### src/rtl/axi_timed_buffer_prog.sv
// Purpose: FIFO that holds each beat for a programmable minimum latency before offering it downstream.
// Latency: a beat pushed with lat_cfg = L is offered in the cycle after edge push+min(L,MAX_LAT).
// Backpressure: ready_out = not full (state only); valid_out is registered state, no pass-through.
//
// Ports:
//   clk, rst        - clock, synchronous active-high reset
//   flush           - synchronous drop of all entries (beats handshaked this cycle are lost)
//   lat_cfg         - latency for the beat accepted this cycle, saturated to MAX_LAT
//   valid_in/data_in/ready_out   - upstream channel
//   valid_out/data_out/ready_in  - downstream channel
//   occupancy       - number of stored entries
module axi_timed_buffer_prog #(
  parameter int DATA_WIDTH   = 64,
  parameter int BUFFER_DEPTH = 4,
  parameter int MAX_LAT      = 15,
  localparam int LAT_W       = $clog2(MAX_LAT + 1),
  localparam int OCC_W       = $clog2(BUFFER_DEPTH + 1)
) (
  input  logic                  clk,
  input  logic                  rst,
  input  logic                  flush,
  input  logic [LAT_W-1:0]      lat_cfg,
  input  logic                  valid_in,
  input  logic [DATA_WIDTH-1:0] data_in,
  output logic                  ready_out,
  output logic [DATA_WIDTH-1:0] data_out,
  output logic                  valid_out,
  input  logic                  ready_in,
  output logic [OCC_W-1:0]      occupancy
);

  localparam int PTR_W = $clog2(BUFFER_DEPTH);
  localparam logic [LAT_W-1:0] MAX_LAT_L = LAT_W'(MAX_LAT);
  localparam logic [LAT_W-1:0] LAT_ONE   = LAT_W'(1);
  localparam logic [PTR_W-1:0] PTR_LAST  = PTR_W'(BUFFER_DEPTH - 1);
  localparam logic [PTR_W-1:0] PTR_ONE   = PTR_W'(1);
  localparam logic [OCC_W-1:0] OCC_FULL  = OCC_W'(BUFFER_DEPTH);
  localparam logic [OCC_W-1:0] OCC_ONE   = OCC_W'(1);

  logic [DATA_WIDTH-1:0] storage_q [BUFFER_DEPTH];
  logic [LAT_W-1:0]      cnt_q     [BUFFER_DEPTH];
  logic [LAT_W-1:0]      cnt_d     [BUFFER_DEPTH];
  logic [PTR_W-1:0]      wr_ptr_q, wr_ptr_d;
  logic [PTR_W-1:0]      rd_ptr_q, rd_ptr_d;
  logic [OCC_W-1:0]      elements_q, elements_d;

  logic             push;
  logic             pop;
  logic [LAT_W-1:0] lat_sat;

  assign ready_out = (elements_q != OCC_FULL);
  assign valid_out = (elements_q != '0) && (cnt_q[rd_ptr_q] == '0);
  assign data_out  = storage_q[rd_ptr_q];
  assign occupancy = elements_q;

  assign push    = valid_in && ready_out;
  assign pop     = valid_out && ready_in;
  assign lat_sat = (lat_cfg > MAX_LAT_L) ? MAX_LAT_L : lat_cfg;

  always_comb begin
    // All nonzero counters age every cycle, head or not, so a younger beat
    // can already be expired by the time it reaches the head.
    for (int i = 0; i < BUFFER_DEPTH; i++) begin
      cnt_d[i] = (cnt_q[i] != '0) ? (cnt_q[i] - LAT_ONE) : cnt_q[i];
    end
    wr_ptr_d   = wr_ptr_q;
    rd_ptr_d   = rd_ptr_q;
    elements_d = elements_q;

    if (flush) begin
      for (int i = 0; i < BUFFER_DEPTH; i++) begin
        cnt_d[i] = '0;
      end
      wr_ptr_d   = '0;
      rd_ptr_d   = '0;
      elements_d = '0;
    end else begin
      if (push) begin
        // Fresh load overrides the decrement of the same cycle.
        cnt_d[wr_ptr_q] = lat_sat;
        wr_ptr_d        = (wr_ptr_q == PTR_LAST) ? '0 : (wr_ptr_q + PTR_ONE);
      end
      if (pop) begin
        rd_ptr_d = (rd_ptr_q == PTR_LAST) ? '0 : (rd_ptr_q + PTR_ONE);
      end
      case ({push, pop})
        2'b10:   elements_d = elements_q + OCC_ONE;
        2'b01:   elements_d = elements_q - OCC_ONE;
        default: elements_d = elements_q;
      endcase
    end
  end

  always_ff @(posedge clk) begin
    if (rst) begin
      for (int i = 0; i < BUFFER_DEPTH; i++) begin
        storage_q[i] <= '0;
        cnt_q[i]     <= '0;
      end
      wr_ptr_q   <= '0;
      rd_ptr_q   <= '0;
      elements_q <= '0;
    end else begin
      for (int i = 0; i < BUFFER_DEPTH; i++) begin
        cnt_q[i] <= cnt_d[i];
      end
      if (push && !flush) begin
        storage_q[wr_ptr_q] <= data_in;
      end
      wr_ptr_q   <= wr_ptr_d;
      rd_ptr_q   <= rd_ptr_d;
      elements_q <= elements_d;
    end
  end

  a_elements_bound: assert property (@(posedge clk) disable iff (rst)
    elements_q <= OCC_FULL);
  a_empty_no_valid: assert property (@(posedge clk) disable iff (rst)
    (elements_q == '0) |-> !valid_out);
  a_no_push_full: assert property (@(posedge clk) disable iff (rst)
    !(valid_in && ready_out && (elements_q == OCC_FULL)));

endmodule
### config.mk
export PLATFORM = sky130hd
export DESIGN_NAME = axi_timed_buffer_prog
export DESIGN_NICKNAME = d
export VERILOG_FILES = /design/src/rtl/axi_timed_buffer_prog.sv
export SDC_FILE = /design/constraint.sdc
export NUM_CORES = 1
export LEC_CHECK = 0
export ABC_AREA = 1
export BUFFER_PORTS_ARGS = -buffer_cell sky130_fd_sc_hd__buf_2
export CORE_AREA = 8 8 159 161
export CTS_BUF_LIST = sky130_fd_sc_hd__clkbuf_2 sky130_fd_sc_hd__clkbuf_4 sky130_fd_sc_hd__clkbuf_8
export CTS_CLUSTER_DIAMETER = 200
export DETAILED_ROUTE_END_ITERATION = 8
export DIE_AREA = 0 0 167 169
export PLACE_DENSITY = 0.78
export SETUP_SLACK_MARGIN = 0.1
export SYNTH_ARGS = -nofsm -noshare
export SYNTH_HDL_FRONTEND = slang
export SYNTH_SLANG_ARGS = --single-unit
### constraint.sdc
create_clock -name clk -period 2.9 [get_ports clk]
set_clock_uncertainty 0.2 [all_clocks]
set_input_delay 0.435 -clock clk [delete_from_list [all_inputs] [get_ports clk]]
set_output_delay 0.435 -clock clk [all_outputs]
set_load 0.005 [all_outputs]
Word-level counts from Yosys, hierarchy flattened
Memory sizes are Yosys's and may differ from the RTL's. A register that Yosys moved wholly into a read port is not among the register bits.
Cells that the tools add are included.
{"block": "totals", "reg_bits": 7, "ramBits": 272, "in_bits": 73, "output_inout_bits": 69, "wordCells": 71, "n_memories": 2}
{"memory": "storage_q", "depth": 4, "width": 64, "read_ports": 1, "rd_ports_with_merged_regs": 1, "wr": 4, "line_no": "40", "source": "logic [DATA_WIDTH-1:0] storage_q [BUFFER_DEPTH];"}
{"memory": "cnt_q", "depth": 4, "width": 4, "read_ports": 5, "rd_ports_with_merged_regs": 1, "wr": 4, "line_no": "41", "source": "logic [LAT_W-1:0] cnt_q [BUFFER_DEPTH];"}
{"block": "op_classes", "add_sub_neg": 8, "n_lt_le_gt_ge": 3, "n_eq_ne": 5, "n_mux": 30, "bitwise_logic": 5, "reduce_logical": 15}
{"operator": "$mux W64", "count": 1}
{"operator": "$reduce_or A64 Y1", "count": 1}
{"operator": "$mux W4", "count": 10}
{"operator": "$mux W16", "count": 2}
{"operator": "$bwmux W16", "count": 1}
{"operator": "$reduce_bool A4 Y1", "count": 4}
{"operator": "$sub A4 B1 Y4 const B", "count": 4}
{"operator": "$mux W2", "count": 7}
{"operator": "$demux W4 S2", "count": 1}
{"operator": "$mux W1", "count": 7}
{"operator": "$eq A2 B2 Y1 const B", "count": 3}
{"operator": "$pmux W3 S2", "count": 1}
{"operator": "$logic_and A1 B1 Y1", "count": 5}
{"operator": "$add A2 B1 Y2 const B", "count": 2}
{"operator": "$gt A4 B4 Y1 const B", "count": 1}
{"operator": "$logic_not A4 Y1", "count": 1}
{"operator": "$or A1 B1 Y1", "count": 4}
{"operator": "$add A3 B1 Y3 const B", "count": 1}
{"operator": "$ge A3 B3 Y1 const B", "count": 1}
{"operator": "$lt A3 B1 Y1 const B", "count": 1}
{"operator": "$ne A3 B3 Y1 const B", "count": 1}
{"operator": "$not A2 Y3", "count": 1}
{"operator": "$reduce_bool A3 Y1", "count": 1}
{"operator": "$sub A3 B1 Y3 const B", "count": 1}
{"operator": "other kinds (4)", "count": 4}

Depth between registers and ports, before layout
Gate-level depths: netlist of run 1.
{"block": "depth", "word_depth": 9, "depth_mapped": 13, "depth_no_buf": 13}

Least setup slack after synthesis of run 1
No wires, ideal clock.
{"block": "synth_path", "path_kind": "input -> register", "from": "in flush", "to": "mem storage_q[2][0], enable pin", "setup_time_ps": 424, "arrival_time_ps": 2580, "required_time_ps": 2276, "path_slack_ps": -304, "path_stages": 9, "n_path_buf": 2, "cell_sequence": "nor2_2 > inv_2 > nor2_4 > nand2_1 > inv_2 > nand2_2 > buf_6 > buf_6 > nand2_1"}
{"element": "start, declared", "line_no": "21", "source": "input logic flush,"}
{"element": "end, declared", "line_no": "40"}

==> qor.csv, run 1 <==
stage,metric,value,unit
synth,syn_inst,1178,
setup_path,startpoint_type,flop,
synth,netlist-cell-type-count,29,
sta,final.min_clock_period,2.700,ns
clock_tree,path_clk_slew,0.05,ns
placed_design,dp_hpwl,17260,um
floorplan,start_util,53.66,%
global_route,antenna_found_initial,0,
layout,final_core_util,62.24,%
layout,multi_input_area,3383,um^2
placed_design,port_buffers,141,
clock_tree,ctsHtreeMaxLevel,2,
synth,syn_nets,1262,
detailed_routing,firstDrtPassIters,5,
global_route,grt_max_degree,129,
setup_path,crit_fanout,68,
sta,finalSetupTns,0,ns
detailed_routing,ant_nets,0,
synth,synthesis.area,12300,um^2
sta,final-setup-viol-count,0,
synth,yosys.area_share.simple,15.43,%
layout,final_cells,1645,
synth,synth-seq-area-share,66.59,%
detailed_routing,drt_iter0_markers,803,
placed_design,gp_congestion,0.8261,
floorplan,die_y,169,um
layout,drive_gt1_share,20.15,%
global_route,grt_pass1_vias,9150,
sta,max_freq,0.3703,GHz
outcome,status,completed,
sta,tightest_slew,0.8376,ns
synth,synth_edf_count,256,
setup_path,critical_path_class,reg2out,
pwr,irDropWorstVdd,0.3607,mV
global_route,grt_remaining_overflow,0,
detailed_routing,vias_per_cell,5.525,
sta,timing.final.ws_setup,0.1997,ns
sta,rsz0062_at_grt,false,
synth,synth_mux_area_share,0,%
setup_path,crit_required,2.27,ns
clock_tree,cts_sinks,281,
run,drv_cap,0,
detailed_routing,vias,9089,
placed_design,place_ws,0.5266,ns
clock_tree,cts_tree,yes,
sta,final_hold_viol_count,0,
synth,ys_top_cells_by_area,"edfxtp_1 63%, nor2_1 12%, o21ai_0 5.7%",
synth,synthAdderAreaFrac,1.180,%
global_route,grt_pass1_wl,46950,um
layout,design_area,14260,um^2
synth,synth-seq-cells,281,
synth,syn_area_per_cell,10.44,um^2
placed_design,dp.cells,1560,
synth,synth_top_cell_by_area,edfxtp_1,
setup_path,end_kind,primary output,
layout,n_fill_cell,1856,
detailed_routing,drc,0,
synth,synthArstFlopShare,0,%
layout,ff_latch_area,8193,um^2
sta,finalCritPeriodShare,93.11,%
floorplan,core_area,22910,um^2
pwr,power.total,8.855,mW
clock_tree,clk_path_buf_depth,3,
layout,n_antenna_cell,0,
floorplan,die_w,167,um
detailed_routing,routed_wl,30250,um
synth,synth_compound_area_share,10.20,%
pwr,pwr_density_cell,620.9,nW/um^2
global_route,track_usage,20.84,%
sta,slew_headroom,44.16,%
clock_tree,cts_buffers,45,
synth,synth_top_family_by_area,simple AND/OR/NAND/NOR gates,
pwr,cellLeakagePower,6.006,nW
layout,nNetsFinal,1405,
placed_design,placed_area,13300,um^2
sta,hold_ws,0.04122,ns
layout,syn2layout_area_growth,15.98,%
setup_path,crit_arrival,2.07,ns
synth,ys_warn_count,0,
setup_path,path_cells,buf_6 -> o21ai_0 -> o22ai_1 -> buf_2,
sta,maxSlewViolCount,0,
synth,synth_top_cell_area_share,62.52,%
clock_tree,cts-root-buf,clkbuf_8,
floorplan,row_count,56,
floorplan,die-area,28220,um^2
synth,synth_flop_cell,edfxtp_1,
setup_path,cp_slowest_stage_delay,0.41,ns
worst_hold_path,hold_class,in2reg,
clock_tree,clock_latency,0.55,ns
floorplan,boundaryPins,142,
synth,synth-xor-area-share,0.4274,%
setup_path,cpMaxStageDelayCell,dfxtp_4,
detailed_routing,wire_per_inst,18.39,um
## Yosys cell counts, types with 4 or more instances
master	n
o21ai_0	140
a211oi_1	4
nor2_1	397
xor2_1	4
ha_1	10
nand3_1	18
buf_6	12
edfxtp_1	256
nor3_1	5
nand2_1	31
inv_1	95
a31oi_1	6
dfxtp_1	25
buf_2	13
inv_2	5
nor2_2	17
o22ai_1	64
clkbuf_1	43
a21oi_1	17
## power breakdown
| group | switching [mW] | internal [mW] |
|---|---|---|
| clock | 1.48 | 1.87 |
| combinational | 0.534 | 0.293 |
| sequential | 0.0631 | 4.62 |
| total | 2.07 | 6.78 |
## worst max-delay path, delay by kind of cell (launching register included)
family | cells | cell delay [ns]
AOI/OAI and AO/OA | 2 | 0.49
DFF | 1 | 0.41
buffers and inverters | 2 | 0.58
## layout by cell type (no fill, tap or decap), types with 17 or more instances in the layout
master	n
nor2_1	397
nand3_1	17
edfxtp_1	256
nor2_2	17
clkbuf_8	49
clkbuf_4	18
inv_1	92
o22ai_1	64
a21oi_1	17
o21ai_0	140
dfxtp_1	23
buf_2	141
nand2_1	28
## sequential cells by signal, indices dropped and copies added, names as in the netlist, named ones only
name,count
occupancy,3
rd_ptr_q,2
wr_ptr_q,2
cnt_q,16
storage_q,256
## cells by family after synthesis
family,count (synthesis)
adders and majority gates,11
buffers and inverters,172
DFF,281
AOI/OAI and AO/OA,231
and+or+nand+nor,477
xor gates and xnor gates,6
## final cells by class
cell class / instances / share of cell area [%]
inverter: 100 / 2.659
timing repair buffer: 168 / 7.353
multi-input combinational: 725 / 23.73
sequential: 281 / 57.45
tap: 290 / 2.545
clock inverter: 14 / 0.5879
clock buffer: 67 / 5.677
## metal layers
layer	global-route usage, %	share of wire (%)
met5	0	0
met4	8.343	2.7
met3	3.913	7.4
met2	36.77	49
met1	24.89	40
## path summary, 6_finish.rpt
path	slack, ns	cells after the start	to	start
setup / recovery	0.20	4	data_out[38]	flop
hold / removal	0.04	3	storage_q[3][25]$_DFFE_PP_	data_in[25]
setup reg to reg	0.45	13	occupancy[2]$_SDFFE_PP0P_	flop
hold reg to reg	0.30	2	cnt_q[2][0]$_SDFF_PP0_	cnt_q[2][0]$_SDFF_PP0_
## timing repair
item	in CTS	in global routing
endpoints found under the setup margin	8	1
buffers inserted	0	0
hold buffers	3	0
gates resized for setup	2	1
endpoints found under the hold margin	8	0
gates cloned	0	1
Power figures use the tool's default switching activity.
==> run 2: changes to the inputs <==
ABC_AREA = unset   (was 1)
CORE_AREA = 2 2 147 163   (was 8 8 159 161)
DIE_AREA = 0 0 149 165   (was 0 0 167 169)
==> qor.csv, run 2 <==
stage,metric,value,unit,change
outcome,status,completed,,unchanged
placed_design,place_ws,0.1543,ns,was 0.5266 ns
setup_path,crit_family,simple AND/OR/NAND/NOR gates,,was buffers and inverters
clock_tree,cts_buffers,46,,was 45
placed_design,port_buffers,141,,unchanged
synth,synthesis.area,12440,um^2,was 12300 um^2
synth,syn_inst,791,,was 1178
layout,largest-register,storage_q,,unchanged
detailed_routing,vias_per_cell,5.402,,was 5.525
synth,syn_nets,875,,was 1262
synth,synth_top_cell_by_area,edfxtp_1,,unchanged
global_route,grt_max_degree,65,,was 129
global_route,grt_remaining_overflow,0,,unchanged
layout,drive_gt1_share,29.91,%,was 20.15%
setup_path,crit_required,3.15,ns,was 2.27 ns
clock_tree,ctsHtreeMaxLevel,2,,unchanged
clock_tree,path_clk_slew,0.06,ns,was 0.05 ns
synth,ys_top_cells_by_area,"edfxtp_1 62%, and2_1 13%, mux4_2 12%",,"was edfxtp_1 63%, nor2_1 12%, o21ai_0 5.7%"
setup_path,path_cells,or3_1 -> o221ai_2 -> nand3_1 -> inv_1 -> ha_1 -> inv_1 -> fa_1 -> xor2_1 -> or3_1 -> a21oi_1,,was buf_6 -> o21ai_0 -> o22ai_1 -> buf_2
worst_hold_path,hold_start,data_in[58],,was data_in[25]
pwr,cellLeakagePower,5.752,nW,was 6.006 nW
setup_path,critPathBufInv,2,,unchanged
placed_design,gp_congestion,0.8126,,was 0.8261
sta,rsz0062_at_grt,true,,was false
floorplan,die_y,165,um,was 169 um
worst_hold_path,hold_end,storage_q[3][58]$_DFFE_PP_,,was storage_q[3][25]$_DFFE_PP_
layout,final_cells,1333,,was 1645
detailed_routing,routed_wl,26160,um,was 30250 um
setup_path,end_kind,flop,,was primary output
setup_path,reg2regPathDepth,10,,was 13
sta,final.min_clock_period,2.727,ns,was 2.700 ns
detailed_routing,wire_per_inst,19.63,um,was 18.39 um
setup_path,crit_fanout,4,,was 68
floorplan,row_count,58,,was 56
sta,timing.final.ws_setup,0.1733,ns,was 0.1997 ns
synth,synth_flop_cell,edfxtp_1,,unchanged
setup_path,critical_path_class,reg2reg,,was reg2out
sta,finalCritPeriodShare,94.03,%,was 93.11%
clock_tree,clk_path_buf_depth,3,,unchanged
floorplan,die-area,24590,um^2,was 28220 um^2
global_route,grt_pass1_wl,40600,um,was 46950 um
sta,max_freq,0.3667,GHz,was 0.3703 GHz
layout,n_antenna_cell,0,,unchanged
layout,nNetsFinal,1085,,was 1405
sta,slew_headroom,28.13,%,was 44.16%
run,drv_cap,0,,unchanged
sta,maxSlewViolCount,0,,unchanged
layout,layout_common_cells,"256 x and2_1, 256 x edfxtp_1, 141 x buf_2",,"was 397 x nor2_1, 256 x edfxtp_1, 141 x buf_2"
setup_path,startpoint_type,flop,,unchanged
floorplan,core_area,22790,um^2,was 22910 um^2
global_route,antenna_found_initial,0,,unchanged
clock_tree,cts-root-buf,clkbuf_8,,unchanged
synth,synthArstFlopShare,0,%,unchanged
clock_tree,clock_latency,0.53,ns,was 0.55 ns
synth,ys_warn_count,0,,unchanged
setup_path,reg2reg_from,cnt_q[2][2]$_SDFF_PP0_,,
sta,final-setup-viol-count,0,,unchanged
setup_path,cp_slowest_stage_delay,0.40,ns,was 0.41 ns
clock_tree,cts_tree,yes,,unchanged
setup_path,reg2reg_setup_slack,0.17,ns,was 0.45 ns
worst_hold_path,min_path_cells,2,,was 3
synth,synth-seq-cells,281,,unchanged
synth,synth-seq-area-share,65.81,%,was 66.59%
detailed_routing,ant_nets,0,,unchanged
synth,syn_area_per_cell,15.73,um^2,was 10.44 um^2
detailed_routing,drc,0,,unchanged
global_route,grt_pass1_vias,7646,,was 9150
placed_design,dp.cells,1199,,was 1560
placed_design,dp_hpwl,14040,um,was 17260 um
layout,final_core_util,65.33,%,was 62.24%
detailed_routing,drt_iter0_markers,511,,was 803
layout,syn2layout_area_growth,19.65,%,was 15.98%
clock_tree,cts_setup_buffers,0,,unchanged
detailed_routing,firstDrtPassIters,4,,was 5
sta,final_hold_viol_count,0,,unchanged
setup_path,cpMaxStageDelayCell,or3_1,,was dfxtp_4
setup_path,timing.rr.end,occupancy[2]$_SDFFE_PP0P_,,unchanged
synth,netlist-cell-type-count,40,,was 29
floorplan,die_w,149,um,was 167 um
pwr,pwr_density_cell,571.7,nW/um^2,was 620.9 nW/um^2
layout,largest_reg_flops,256,,unchanged
global_route,track_usage,21.78,%,was 20.84%
floorplan,start_util,54.60,%,was 53.66%
synth,synth_top_cell_area_share,61.79,%,was 62.52%
synth,ys_top_cells_by_count,"256 x and2_1, 256 x edfxtp_1, 64 x mux4_2",,"was 397 x nor2_1, 256 x edfxtp_1, 140 x o21ai_0"
worst_hold_path,hold_class,in2reg,,unchanged
clock_tree,cts_sinks,281,,unchanged
floorplan,boundaryPins,142,,unchanged
setup_path,crit_arrival,2.98,ns,was 2.07 ns
pwr,irDropWorstVdd,0.4324,mV,was 0.3607 mV
detailed_routing,vias,7201,,was 9089
synth,synth_edf_count,256,,unchanged
pwr,power.total,8.511,mW,was 8.855 mW
sta,tightest_slew,1.078,ns,was 0.8376 ns
run 2: cells by family after synthesis:
group | after synthesis | share of synthesized area, %
and+or+nand+nor | 333 | 16.28
DFF | 281 | 65.81
muxes | 70 | 12.07
buffers and inverters | 62 | 2.745
AOI/OAI and AO/OA | 28 | 1.508
adders and majority gates | 11 | 1.167
xor gates and xnor gates | 6 | 0.4224
run 2: per-stage QoR:
step / cell area [um^2] / TNS [ns] / hold WS [ns]
floorplan: 12470 / -35.13 / 0.2577
global placement: 13450 / 0 / 0.2698
detailed placement: 13450 / 0 / 0.2884
CTS: 14890 / 0 / 0.0002383
global route: 14890 / 0 / 0.001070
finish: 14890 / 0 / 0.03043
run 2: worst max-delay path by stage:
stage / end / depth (start not counted) / slack (ns) / from
CTS: occupancy[2]$_SDFFE_PP0P_ / 10 / 0.13 / cnt_q[2][2]$_SDFF_PP0_
global route: occupancy[2]$_SDFFE_PP0P_ / 10 / 0.08 / cnt_q[2][0]$_SDFF_PP0_
global placement: occupancy[2]$_SDFFE_PP0P_ / 10 / 0.18 / cnt_q[2][0]$_SDFF_PP0_
floorplan: storage_q[3][0]$_DFFE_PP_ / 3 / -0.55 / occupancy[2]$_SDFFE_PP0P_
finish: occupancy[2]$_SDFFE_PP0P_ / 10 / 0.17 / cnt_q[2][2]$_SDFF_PP0_
detailed placement: occupancy[2]$_SDFFE_PP0P_ / 10 / 0.15 / cnt_q[2][2]$_SDFF_PP0_
run 2: cell type report:
class	instances	area (um^2)
clock buffer	67	809.5
multi-input combinational	448	3958
tap	300	375.4
timing repair buffer	209	1439
inverter	15	56.30
clock inverter	13	52.55
sequential	281	8197
fill	1630	7900
run 2: metal layers:
metal | vias to the layer above | track usage, % | wire length (um)
met1 | 3616 | 27.24 | 10460
li1 | 3337 | - | -
met2 | 219 | 39.25 | 13860
met5 | - | 0 | 0
met4 | 0 | 5.584 | 299
met3 | 29 | 4.061 | 1543
run 2: worst register-to-register path, delay by kind of cell, from the launching register on:
family          cells  cell delay [ns]
flops               1             0.32
buf+inv             2             0.17
fa+ha+maj           2             0.56
compound gates      2             0.40
xor+xnor            1             0.16
simple gates        3             0.85
run 2: report_power, final:
part,internal (mW),switching (mW),total [mW]
Combinational,0.310,0.332,0.642
Clock,1.78,1.45,3.22
Sequential,4.59,0.0526,4.64
run 2: what timing repair did:
action	4_1_cts	5_1_grt
cloned	1	0
setup endpoints to repair	49	13
gates resized for setup	1	2
hold endpoints to repair	168	0
hold buffers	53	0
==> run 3: changes to the inputs <==
RECOVER_POWER = 50   (was unset)
==> qor.csv, run 3 (same netlist as run 2, synthesis figures left out) <==
stage,metric,value,unit,change
pwr,irDropWorstVdd,0.4367,mV,was 0.4324 mV
global_route,antenna_found_initial,0,,unchanged
global_route,grt_pass1_wl,40600,um,unchanged
clock_tree,path_clk_slew,0.06,ns,about the same
detailed_routing,wire_per_inst,19.60,um,was 19.63 um
sta,maxSlewViolCount,0,,unchanged
setup_path,crit_fanout,4,,unchanged
clock_tree,clk_path_buf_depth,3,,unchanged
layout,syn2layout_area_growth,19.25,%,was 19.65%
outcome,status,completed,,unchanged
sta,final-setup-viol-count,0,,unchanged
pwr,pwr_density_cell,573.4,nW/um^2,was 571.7 nW/um^2
pwr,cellLeakagePower,5.711,nW,was 5.752 nW
setup_path,timing.rr.end,occupancy[2]$_SDFFE_PP0P_,,unchanged
sta,final_hold_viol_count,0,,unchanged
setup_path,crit_arrival,2.98,ns,about the same
setup_path,reg2reg_setup_slack,0.18,ns,was 0.17 ns
clock_tree,cts_sinks,281,,unchanged
detailed_routing,firstDrtPassIters,4,,unchanged
worst_hold_path,hold_start,data_in[58],,unchanged
layout,n_fill_cell,1633,,was 1630
setup_path,startpoint,cnt_q[2][2]$_SDFF_PP0_,,unchanged
floorplan,die-area,24590,um^2,unchanged
floorplan,start_util,54.60,%,unchanged
floorplan,die_w,149,um,unchanged
detailed_routing,routed_wl,26130,um,was 26160 um
setup_path,crit_required,3.16,ns,was 3.15 ns
setup_path,critical_path_class,reg2reg,,unchanged
sta,slew_headroom,27.59,%,was 28.13%
detailed_routing,drc,0,,unchanged
clock_tree,cts_setup_buffers,0,,unchanged
clock_tree,clock_latency,0.53,ns,about the same
clock_tree,cts_tree,yes,,unchanged
placed_design,port_buffers,141,,unchanged
setup_path,end_kind,flop,,unchanged
sta,hold_ws,0.02839,ns,was 0.03043 ns
floorplan,boundaryPins,142,,unchanged
layout,layout_commonest_cell,edfxtp_1,,
global_route,grt_max_degree,65,,unchanged
floorplan,die_y,165,um,unchanged
worst_hold_path,min_path_cells,2,,unchanged
sta,max_freq,0.3675,GHz,was 0.3667 GHz
layout,n_antenna_cell,0,,unchanged
layout,nNetsFinal,1085,,unchanged
sta,tightest_slew,1.086,ns,was 1.078 ns
detailed_routing,vias,7181,,was 7201
worst_hold_path,hold_class,in2reg,,unchanged
clock_tree,ctsHtreeMaxLevel,2,,unchanged
sta,finalCritPeriodShare,93.83,%,was 94.03%
layout,drive_gt1_share,29.24,%,was 29.91%
global_route,grt_pass1_vias,7646,,unchanged
global_route,grt_remaining_overflow,0,,unchanged
floorplan,row_count,58,,unchanged
detailed_routing,ant_nets,0,,unchanged
placed_design,gp_congestion,0.8126,,unchanged
pwr,power.total,8.508,mW,was 8.511 mW
sta,finalSetupTns,0,ns,unchanged
global_route,track_usage,21.78,%,unchanged
clock_tree,cts_buffers,46,,unchanged
setup_path,reg2reg_from,cnt_q[2][2]$_SDFF_PP0_,,unchanged
setup_path,startpoint_type,flop,,unchanged
setup_path,reg2regPathDepth,10,,unchanged
placed_design,dp_hpwl,14040,um,unchanged
sta,timing.final.ws_setup,0.1789,ns,was 0.1733 ns
floorplan,core_area,22790,um^2,unchanged
detailed_routing,vias_per_cell,5.387,,was 5.402
run,drv_cap,0,,unchanged
sta,final.min_clock_period,2.721,ns,was 2.727 ns
detailed_routing,drt_iter0_markers,504,,was 511
sta,rsz0062_at_grt,true,,unchanged
clock_tree,cts-root-buf,clkbuf_8,,unchanged
layout,largest-register,storage_q,,unchanged
layout,layout_common_cells,"256 x edfxtp_1, 224 x and2_1, 141 x buf_2",,"was 256 x and2_1, 256 x edfxtp_1, 141 x buf_2"
worst_hold_path,hold_end,storage_q[3][58]$_DFFE_PP_,,unchanged
placed_design,place_ws,0.1543,ns,unchanged
layout,largest_reg_flops,256,,unchanged
==> run 3: cell count changes in the layout (fill, tap and decap cells not counted), moves of 2 or more <==
cell      previous run  this run
clkbuf_2             0         2
and3_1               0         3
and3_4               2         0
and2_0               0        32
buf_4                9         3
and2_1             256       224
clkbuf_4            18        22
==> run 3: worst max path at each step <==
stage | endpoint
global placement | occupancy[2]$_SDFFE_PP0P_
detailed placement | occupancy[2]$_SDFFE_PP0P_
floorplan | storage_q[3][0]$_DFFE_PP_
finish | occupancy[2]$_SDFFE_PP0P_
CTS | occupancy[2]$_SDFFE_PP0P_
global route | storage_q[3][23]$_DFFE_PP_
==> run 3: metrics by stage <==
stage               utilization [%]  std cells  instance area [um^2]
floorplan                         -        791                 12470
global placement              59.04       1199                 13450
detailed placement            59.04       1199                 13450
CTS                           65.33       1333                 14890
global route                  65.11       1333                 14840
finish                        65.11       1333                 14840
==> run 3: power breakdown <==
group          leakage (nW)  switching, mW  total, mW  internal (mW)
sequential             2.88         0.0526       4.65           4.59
combinational          2.36          0.330      0.635          0.305
clock                 0.463           1.45       3.23           1.78
total                  5.71           1.83       8.51           6.67
==> run 3: layout make-up <==
cell class	count	area [um^2]	share of cell area, %
repair buffers	209	1418	9.555
clock inverters	13	52.55	0.3542
flip-flops and latches	281	8195	55.24
clock buffers	67	809.5	5.456
well taps	300	375.4	2.530
inverters	15	56.30	0.3795
multi-input cells	448	3930	26.49
==> run 3: worst max-delay path, cell delays in order (launching register included) <==
cell,delay [ns]
dfxtp_1,0.32
or3_1,0.40
o221ai_2,0.25
nand3_1,0.15
inv_1,0.11
ha_1,0.19
inv_1,0.06
fa_1,0.37
xor2_1,0.16
or3_1,0.30
a21oi_1,0.14
==> run 3: repair_timing <==
item	CTS	global route
endpoints found under the setup margin	49	13
cloned	1	0
endpoints found under the hold margin	168	0
hold buffers	53	0
resized for setup	1	2
==> run 3: routing by layer <==
layer / vias up / part of all wire [%] / GRT usage (%)
li1: 3337 / - / -
met1: 3614 / 40 / 27.24
met2: 199 / 53 / 39.25
met3: 31 / 5.2 / 4.061
met4: 0 / 1.1 / 5.584
met5: - / 0 / 0
